===== src/rtl/match_controller_pkg.sv =====
// Shared types and constants for the tic-tac-toe match controller.
package match_controller_pkg;

  typedef logic [1:0] cell_t;

  localparam cell_t PNone = 2'b00;
  localparam cell_t P1    = 2'b01;
  localparam cell_t P2    = 2'b10;
  localparam cell_t PDraw = 2'b11;

  typedef enum logic [2:0] {
    StIdle,
    StRestart,
    StPlay,
    StHold,
    StMatchOver
  } mc_state_t;

  function automatic logic board_full(input logic [17:0] board);
    logic full;
    full = 1'b1;
    for (int i = 0; i < 9; i++) begin
      if (board[2*i +: 2] == PNone) full = 1'b0;
    end
    return full;
  endfunction

endpackage


===== src/rtl/match_controller_if.sv =====
// Bundle between the game core side (master) and the match controller (slave).
// The blink signal exists only when MATCH_BLINK_EN is defined.
interface match_controller_if #(
  parameter int unsigned SCORE_W = 4
);
  logic               start;
  logic [1:0]         winner;
  logic [17:0]        board;
  logic               game_rst;
  logic [SCORE_W-1:0] score_p1;
  logic [SCORE_W-1:0] score_p2;
  logic [SCORE_W-1:0] draws;
  logic [1:0]         round_result;
  logic               hold_active;
  logic               match_over;
  logic [1:0]         match_winner;
`ifdef MATCH_BLINK_EN
  logic               blink;
`endif

  modport master (
    output start, winner, board,
    input  game_rst, score_p1, score_p2, draws, round_result, hold_active, match_over,
    input  match_winner
`ifdef MATCH_BLINK_EN
    , input blink
`endif
  );

  modport slave (
    input  start, winner, board,
    output game_rst, score_p1, score_p2, draws, round_result, hold_active, match_over,
    output match_winner
`ifdef MATCH_BLINK_EN
    , output blink
`endif
  );

endinterface


===== src/rtl/match_controller_hold_timer.sv =====
// Loadable down-counter with a registered zero flag; load wins over enable.
module match_controller_hold_timer #(
  parameter int unsigned Width = 8
) (
  input  logic             clk,
  input  logic             rst,
  input  logic             load_i,
  input  logic             en_i,
  input  logic [Width-1:0] load_val_i,
  output logic             zero_o
);

  logic [Width-1:0] count_q;
  logic             zero_q;

  always_ff @(posedge clk) begin
    if (rst) begin
      count_q <= '0;
      zero_q  <= 1'b0;
    end else if (load_i) begin
      count_q <= load_val_i;
      zero_q  <= (load_val_i == '0);
    end else if (en_i && (count_q != '0)) begin
      count_q <= count_q - 1'b1;
      zero_q  <= (count_q == Width'(1));
    end
  end

  assign zero_o = zero_q;

endmodule


===== src/rtl/match_controller.sv =====
// Round/match sequencing, scoring and board-hold timing for the tic-tac-toe core.
// Optional MATCH_BLINK_EN adds BLINK_DIV and a blink output toggling in HOLD/MATCH_OVER.
module match_controller
  import match_controller_pkg::*;
#(
  parameter int unsigned HOLD_CYCLES   = 50_000_000,
  parameter int unsigned WINS_TO_MATCH = 3,
  parameter int unsigned SCORE_W       = 4
`ifdef MATCH_BLINK_EN
  , parameter int unsigned BLINK_DIV   = 12_500_000
`endif
) (
  input logic               clk,
  input logic               rst,
  match_controller_if.slave bus
);

  localparam int unsigned HoldW = $clog2(HOLD_CYCLES);
  localparam logic [SCORE_W-1:0] Wins = SCORE_W'(WINS_TO_MATCH);

  mc_state_t          state_q;
  logic               game_rst_q, hold_active_q, match_over_q;
  logic [SCORE_W-1:0] score_p1_q, score_p2_q, draws_q;
  logic [1:0]         round_result_q, match_winner_q;
  logic               hold_load, hold_en, hold_zero;

  function automatic logic [SCORE_W-1:0] sat_inc(input logic [SCORE_W-1:0] v);
    return (v == '1) ? v : v + 1'b1;
  endfunction

  always_comb begin
    hold_load = (state_q == StPlay) &&
                ((bus.winner == P1) || (bus.winner == P2) || board_full(bus.board));
    hold_en   = (state_q == StHold);
  end

  match_controller_hold_timer #(
    .Width (HoldW)
  ) u_hold_timer (
    .clk        (clk),
    .rst        (rst),
    .load_i     (hold_load),
    .en_i       (hold_en),
    .load_val_i (HoldW'(HOLD_CYCLES - 1)),
    .zero_o     (hold_zero)
  );

  always_ff @(posedge clk) begin
    if (rst) begin
      state_q        <= StIdle;
      game_rst_q     <= 1'b1;
      hold_active_q  <= 1'b0;
      match_over_q   <= 1'b0;
      match_winner_q <= PNone;
      round_result_q <= PNone;
      score_p1_q     <= '0;
      score_p2_q     <= '0;
      draws_q        <= '0;
    end else begin
      unique case (state_q)
        StIdle: begin
          if (bus.start) state_q <= StRestart;
        end
        StRestart: begin
          state_q    <= StPlay;
          game_rst_q <= 1'b0;
        end
        StPlay: begin
          // A win on a full board counts as a win, so winner is checked first.
          if (bus.winner == P1) begin
            score_p1_q     <= sat_inc(score_p1_q);
            round_result_q <= P1;
            hold_active_q  <= 1'b1;
            state_q        <= StHold;
          end else if (bus.winner == P2) begin
            score_p2_q     <= sat_inc(score_p2_q);
            round_result_q <= P2;
            hold_active_q  <= 1'b1;
            state_q        <= StHold;
          end else if (board_full(bus.board)) begin
            draws_q        <= sat_inc(draws_q);
            round_result_q <= PDraw;
            hold_active_q  <= 1'b1;
            state_q        <= StHold;
          end
        end
        StHold: begin
          if (hold_zero) begin
            hold_active_q <= 1'b0;
            if (score_p1_q == Wins) begin
              state_q        <= StMatchOver;
              match_over_q   <= 1'b1;
              match_winner_q <= P1;
            end else if (score_p2_q == Wins) begin
              state_q        <= StMatchOver;
              match_over_q   <= 1'b1;
              match_winner_q <= P2;
            end else begin
              state_q    <= StRestart;
              game_rst_q <= 1'b1;
            end
          end
        end
        StMatchOver: begin
          if (bus.start) begin
            state_q        <= StRestart;
            game_rst_q     <= 1'b1;
            match_over_q   <= 1'b0;
            match_winner_q <= PNone;
            round_result_q <= PNone;
            score_p1_q     <= '0;
            score_p2_q     <= '0;
            draws_q        <= '0;
          end
        end
        default: begin
          state_q    <= StIdle;
          game_rst_q <= 1'b1;
        end
      endcase
    end
  end

  assign bus.game_rst     = game_rst_q;
  assign bus.score_p1     = score_p1_q;
  assign bus.score_p2     = score_p2_q;
  assign bus.draws        = draws_q;
  assign bus.round_result = round_result_q;
  assign bus.hold_active  = hold_active_q;
  assign bus.match_over   = match_over_q;
  assign bus.match_winner = match_winner_q;

`ifdef MATCH_BLINK_EN
  localparam int unsigned BlinkW = $clog2(BLINK_DIV);

  logic blink_q, blink_act, blink_zero;

  assign blink_act = (state_q == StHold) || (state_q == StMatchOver);

  // Divider stays preloaded while inactive so the first toggle lands BLINK_DIV cycles in.
  match_controller_hold_timer #(
    .Width (BlinkW)
  ) u_blink_timer (
    .clk        (clk),
    .rst        (rst),
    .load_i     (!blink_act || blink_zero),
    .en_i       (blink_act),
    .load_val_i (BlinkW'(BLINK_DIV - 1)),
    .zero_o     (blink_zero)
  );

  always_ff @(posedge clk) begin
    if (rst || !blink_act) begin
      blink_q <= 1'b0;
    end else if (blink_zero) begin
      blink_q <= ~blink_q;
    end
  end

  assign bus.blink = blink_q;
`endif

endmodule

===== src/flat_wrapper.sv =====
// flat-port wrapper written by rule: the top's interface ports become plain ports
module match_controller_flat import match_controller_pkg::*;
#(
  parameter int unsigned HOLD_CYCLES   = 50_000_000,
  parameter int unsigned WINS_TO_MATCH = 3,
  parameter int unsigned SCORE_W       = 4

)
  (clk, rst, bus_start, bus_winner, bus_board, bus_game_rst, bus_score_p1, bus_score_p2, bus_draws, bus_round_result, bus_hold_active, bus_match_over, bus_match_winner);
  match_controller_if #(.SCORE_W(SCORE_W)) bus_i ();
  input logic clk;
  input logic rst;
  input wire logic [$bits(bus_i.start)-1:0] bus_start;
  input wire logic [$bits(bus_i.winner)-1:0] bus_winner;
  input wire logic [$bits(bus_i.board)-1:0] bus_board;
  output wire logic [$bits(bus_i.game_rst)-1:0] bus_game_rst;
  output wire logic [$bits(bus_i.score_p1)-1:0] bus_score_p1;
  output wire logic [$bits(bus_i.score_p2)-1:0] bus_score_p2;
  output wire logic [$bits(bus_i.draws)-1:0] bus_draws;
  output wire logic [$bits(bus_i.round_result)-1:0] bus_round_result;
  output wire logic [$bits(bus_i.hold_active)-1:0] bus_hold_active;
  output wire logic [$bits(bus_i.match_over)-1:0] bus_match_over;
  output wire logic [$bits(bus_i.match_winner)-1:0] bus_match_winner;
  assign bus_i.start = bus_start;
  assign bus_i.winner = bus_winner;
  assign bus_i.board = bus_board;
  assign bus_game_rst = bus_i.game_rst;
  assign bus_score_p1 = bus_i.score_p1;
  assign bus_score_p2 = bus_i.score_p2;
  assign bus_draws = bus_i.draws;
  assign bus_round_result = bus_i.round_result;
  assign bus_hold_active = bus_i.hold_active;
  assign bus_match_over = bus_i.match_over;
  assign bus_match_winner = bus_i.match_winner;
  match_controller #(.HOLD_CYCLES(HOLD_CYCLES), .WINS_TO_MATCH(WINS_TO_MATCH), .SCORE_W(SCORE_W)) u_core (.clk(clk), .rst(rst), .bus(bus_i));
endmodule

===== config.mk =====
export PLATFORM = sky130hd
export DESIGN_NAME = match_controller_flat
export DESIGN_NICKNAME = d
export VERILOG_FILES = /design/src/rtl/match_controller_pkg.sv /design/src/rtl/match_controller_if.sv /design/src/rtl/match_controller_hold_timer.sv /design/src/rtl/match_controller.sv /design/src/flat_wrapper.sv
export SDC_FILE = /design/constraint.sdc
export NUM_CORES = 1
export LEC_CHECK = 0
export BUFFER_PORTS_ARGS = -buffer_cell sky130_fd_sc_hd__buf_2
export CAP_MARGIN = 40
export CORE_MARGIN = 3
export CORE_UTILIZATION = 40
export CTS_CLUSTER_SIZE = 20
export DETAILED_ROUTE_END_ITERATION = 10
export SYNTH_ARGS = -nofsm -noshare
export SYNTH_HDL_FRONTEND = slang
export SYNTH_HIERARCHICAL = 1
export SYNTH_SLANG_ARGS = --single-unit

===== constraint.sdc =====
create_clock -name clk -period 2.5 [get_ports clk]
set_input_delay 0.25 -clock clk [delete_from_list [all_inputs] [get_ports clk]]
set_output_delay 0.25 -clock clk [all_outputs]
set_load 0.02 [all_outputs]

==> results_dict.tcl <==
set metrics [dict create \
    timing.final.max_slew_violations 0 \
    async_flop_share_pct 0 \
    path_max_fanout 12 \
    cp.required_ps 2710 \
    num_vias 2930 \
    holdCritPathClass "in2reg" \
    combinationalPowerShare_pct 40.3 \
    root_buffer "clkbuf_8" \
    seq_area_frac_synth_pct 31.92 \
    powerDensity_nw_per_um2 681.9 \
    use_met3_pct 3.205 \
    htree_levels 2 \
    synth_edf_count 0 \
    clkSlewWorstSetupHoldPaths_ps 100 \
    grt_max_degree 41 \
    fillers 731 \
    syn_area_per_cell_um2 8.305 \
    drv_cap 0 \
    coreArea_um2 7370 \
    antenna_found_initial 0 \
    clock-sinks 49 \
    ir_worst_vdd_uv 423.3 \
    io_buffers 41 \
    routedWlPerCell_um 13.17 \
    clkLatencyLatePin_ps 300 \
    die_h_um 93.65 \
    num_rows 31 \
    cts_tree "yes" \
    cts_made_buffers 5 \
    finalWirelength_mm 7.496 \
    start_util_pct 41.70 \
    use_met2_pct 31.03 \
    place.gp.congestion 0.8186 \
    p_leak_nw 1.539 \
    layout_min_cycle_time_ps 2296 \
    ys_types 70 \
    grt_first_pass_wirelength_mm 13.07 \
    drive_above_1_share_pct 21.49 \
    path_class "reg2reg" \
    grt_pass1_vias 2761 \
    crit_arrival_ps 2510 \
    die_x_um 93.65 \
    ant_nets 0 \
    clock_skew_ps 7.002 \
    tns_ps 0 \
    rsz0062_at_grt "false" \
    grt.overflow.total 0 \
    die_area_um2 8770 \
    end_kind "register" \
    register_area_um2 980.9 \
    grt_use_met1_pct 24.25 \
    cp-start-kind "register" \
    p_clk_share_pct 22.3 \
    first_pass_iters 4 \
    multi_input_area_um2 2130 \
    postLayoutCoreUtil_pct 51.19 \
    area_growth_pct 22.76 \
    p_seq_share_pct 37.4 \
    setup_viol 0 \
    fmax_mhz 435.4 \
    nNetsFinal 500 \
    ios 42 \
    antenna_cells 0 \
    p_int_w 0.001611 \
    p_switching_w 0.0009617 \
    swShare_pct 37.39 \
    yosys_most_used_dff "dfxtp_1" \
    synth.yosys.warnings 6 \
    synthCells 370 \
    max_slew_margin_pct 49.58 \
    groute.usage.overall_pct 18.22 \
    tightest_slew_ps 756.3 \
    outcome "completed" \
    syn_area_um2 3073 \
    drc_errors 0 \
    ys_ff_latch 49 \
    clockBufferDepth 2 \
    hold_violations 0 \
    drt_iter0_markers 134 \
    via_per_inst 5.149 \
    hpwl_mm 5.674 \
    grt.busiest_layer "met2" \
    finalCritPeriodShare_pct 91.86 \
]
final cells by class:
type                            instances  share of cell area (%)
Inverter                               13                   1.294
Sequential cell                        49                   26.00
Tap cell                               99                   3.284
Clock buffer                            6                   1.924
Clock inverter                          2                   1.028
Multi-Input combinational cell        336                   56.45
Timing Repair Buffer                   64                   10.02
critical path, cell delays in order (launching register included):
cell      delay [ps]
dfxtp_1          380
or4_1            580
or4_4            480
nor3_2           220
buf_4            210
o31ai_1          100
a311oi_2         260
power by group through the flow:
stage	clock network, W	logic (W)	registers [W]
2_1_floorplan	0	0.000746	0.000969
3_3_place_gp	0	0.00100	0.000974
3_5_place_dp	0	0.00101	0.000975
4_1_cts	0.000601	0.00102	0.000959
5_1_grt	0.000631	0.00115	0.000976
6_report	0.000573	0.00104	0.000962
timing repair:
item | 4_1_cts | 5_1_grt
resized for setup | 0 | 2
setup buffers | 0 | 0
hold buffers | 0 | 0
endpoints found under the setup margin | 0 | 7
synth_stat cells, types with 6 or more instances:
cell type | number | area [um2]
clkbuf_1 | 13 | 48.80
or4_1 | 6 | 45.04
o21ai_1 | 8 | 40.04
nand2_1 | 22 | 82.58
a21oi_1 | 16 | 80.08
nor3_1 | 9 | 45.04
dfxtp_1 | 49 | 980.9
nand4_1 | 7 | 43.79
nor4_1 | 10 | 62.56
nand3_1 | 18 | 90.09
a311oi_1 | 7 | 61.31
inv_1 | 13 | 48.80
nor3b_1 | 6 | 45.04
nor2_1 | 49 | 183.9
or3_1 | 10 | 62.56
ha_1 | 8 | 100.1
state kept, by name, summed over array words and instances (netlist names):
signal and cells:
u_core/bus.draws 4, u_core/bus.game_rst 1, u_core/bus.hold_active 1, u_core/bus.match_over 1
u_core/bus.match_winner 2, u_core/bus.round_result 2, u_core/bus.score_p1 4, u_core/bus.score_p2 4
u_core/state_q 3, u_core/u_hold_timer/count_q 26, u_core/u_hold_timer/zero_o 1
layout by cell type, fill, tap and decap left out, types with 8 or more instances in the layout:
cell / Yosys / routed
a21oi_1: 16 / 16
buf_2: 4 / 41
buf_4: 0 / 23
conb_1: 2 / 52
dfxtp_1: 49 / 49
ha_1: 8 / 8
inv_1: 13 / 13
nand2_1: 22 / 22
nand3_1: 18 / 18
nor2_1: 49 / 49
nor3_1: 9 / 9
nor4_1: 10 / 10
o21ai_1: 8 / 8
or3_1: 10 / 10
per-layer routing:
metal	vias to the layer above	part of all wire [%]
li1	1536	-
met1	1352	48
met2	38	48
met3	4	3.1
met4	0	0.60
met5	-	0
logic make-up after synthesis:
family / after synthesis / synth area share [%]
buffers and inverters: 35 / 5.334
multiplexers: 6 / 2.036
XOR/XNOR: 9 / 2.565
flip-flops: 49 / 31.92
AO/OA/AOI/OAI: 82 / 21.05
AND/OR/NAND/NOR: 179 / 33.59
other: 2 / 0.2444
adder cells (fa/ha/maj): 8 / 3.257
worst paths after layout:
check | cells after the start | startpoint | slack (ps) | endpoint
setup / recovery | 6 | u_core/u_hold_timer/count_q[19]$_SDFFE_PP0P_ | 200 | u_core/u_hold_timer/count_q[17]$_SDFFE_PP0P_
hold / removal | 4 | bus_start | 270 | u_core/state_q[2]$_SDFFE_PP0P_
setup reg to reg | 6 | u_core/u_hold_timer/count_q[19]$_SDFFE_PP0P_ | 200 | u_core/u_hold_timer/count_q[17]$_SDFFE_PP0P_
hold reg to reg | 2 | u_core/bus.match_over$_SDFFE_PP0P_ | 460 | u_core/bus.match_over$_SDFFE_PP0P_
through the flow:
step                      hold WS, ps  setup slack, ps  area [um2]  cells  total power, W
final                           272.0            203.5        3772    569        0.002572
after global routing            269.9            24.04        3772    569        0.002762
after CTS                       260.6            80.73        3764    569        0.002577
after detailed placement        444.2            112.0        3652    561        0.001989
after global placement          439.4            160.2        3652    561        0.001975
after floorplan                 425.0            118.4        3266    420        0.001714
Power figures use the tool's default switching activity.
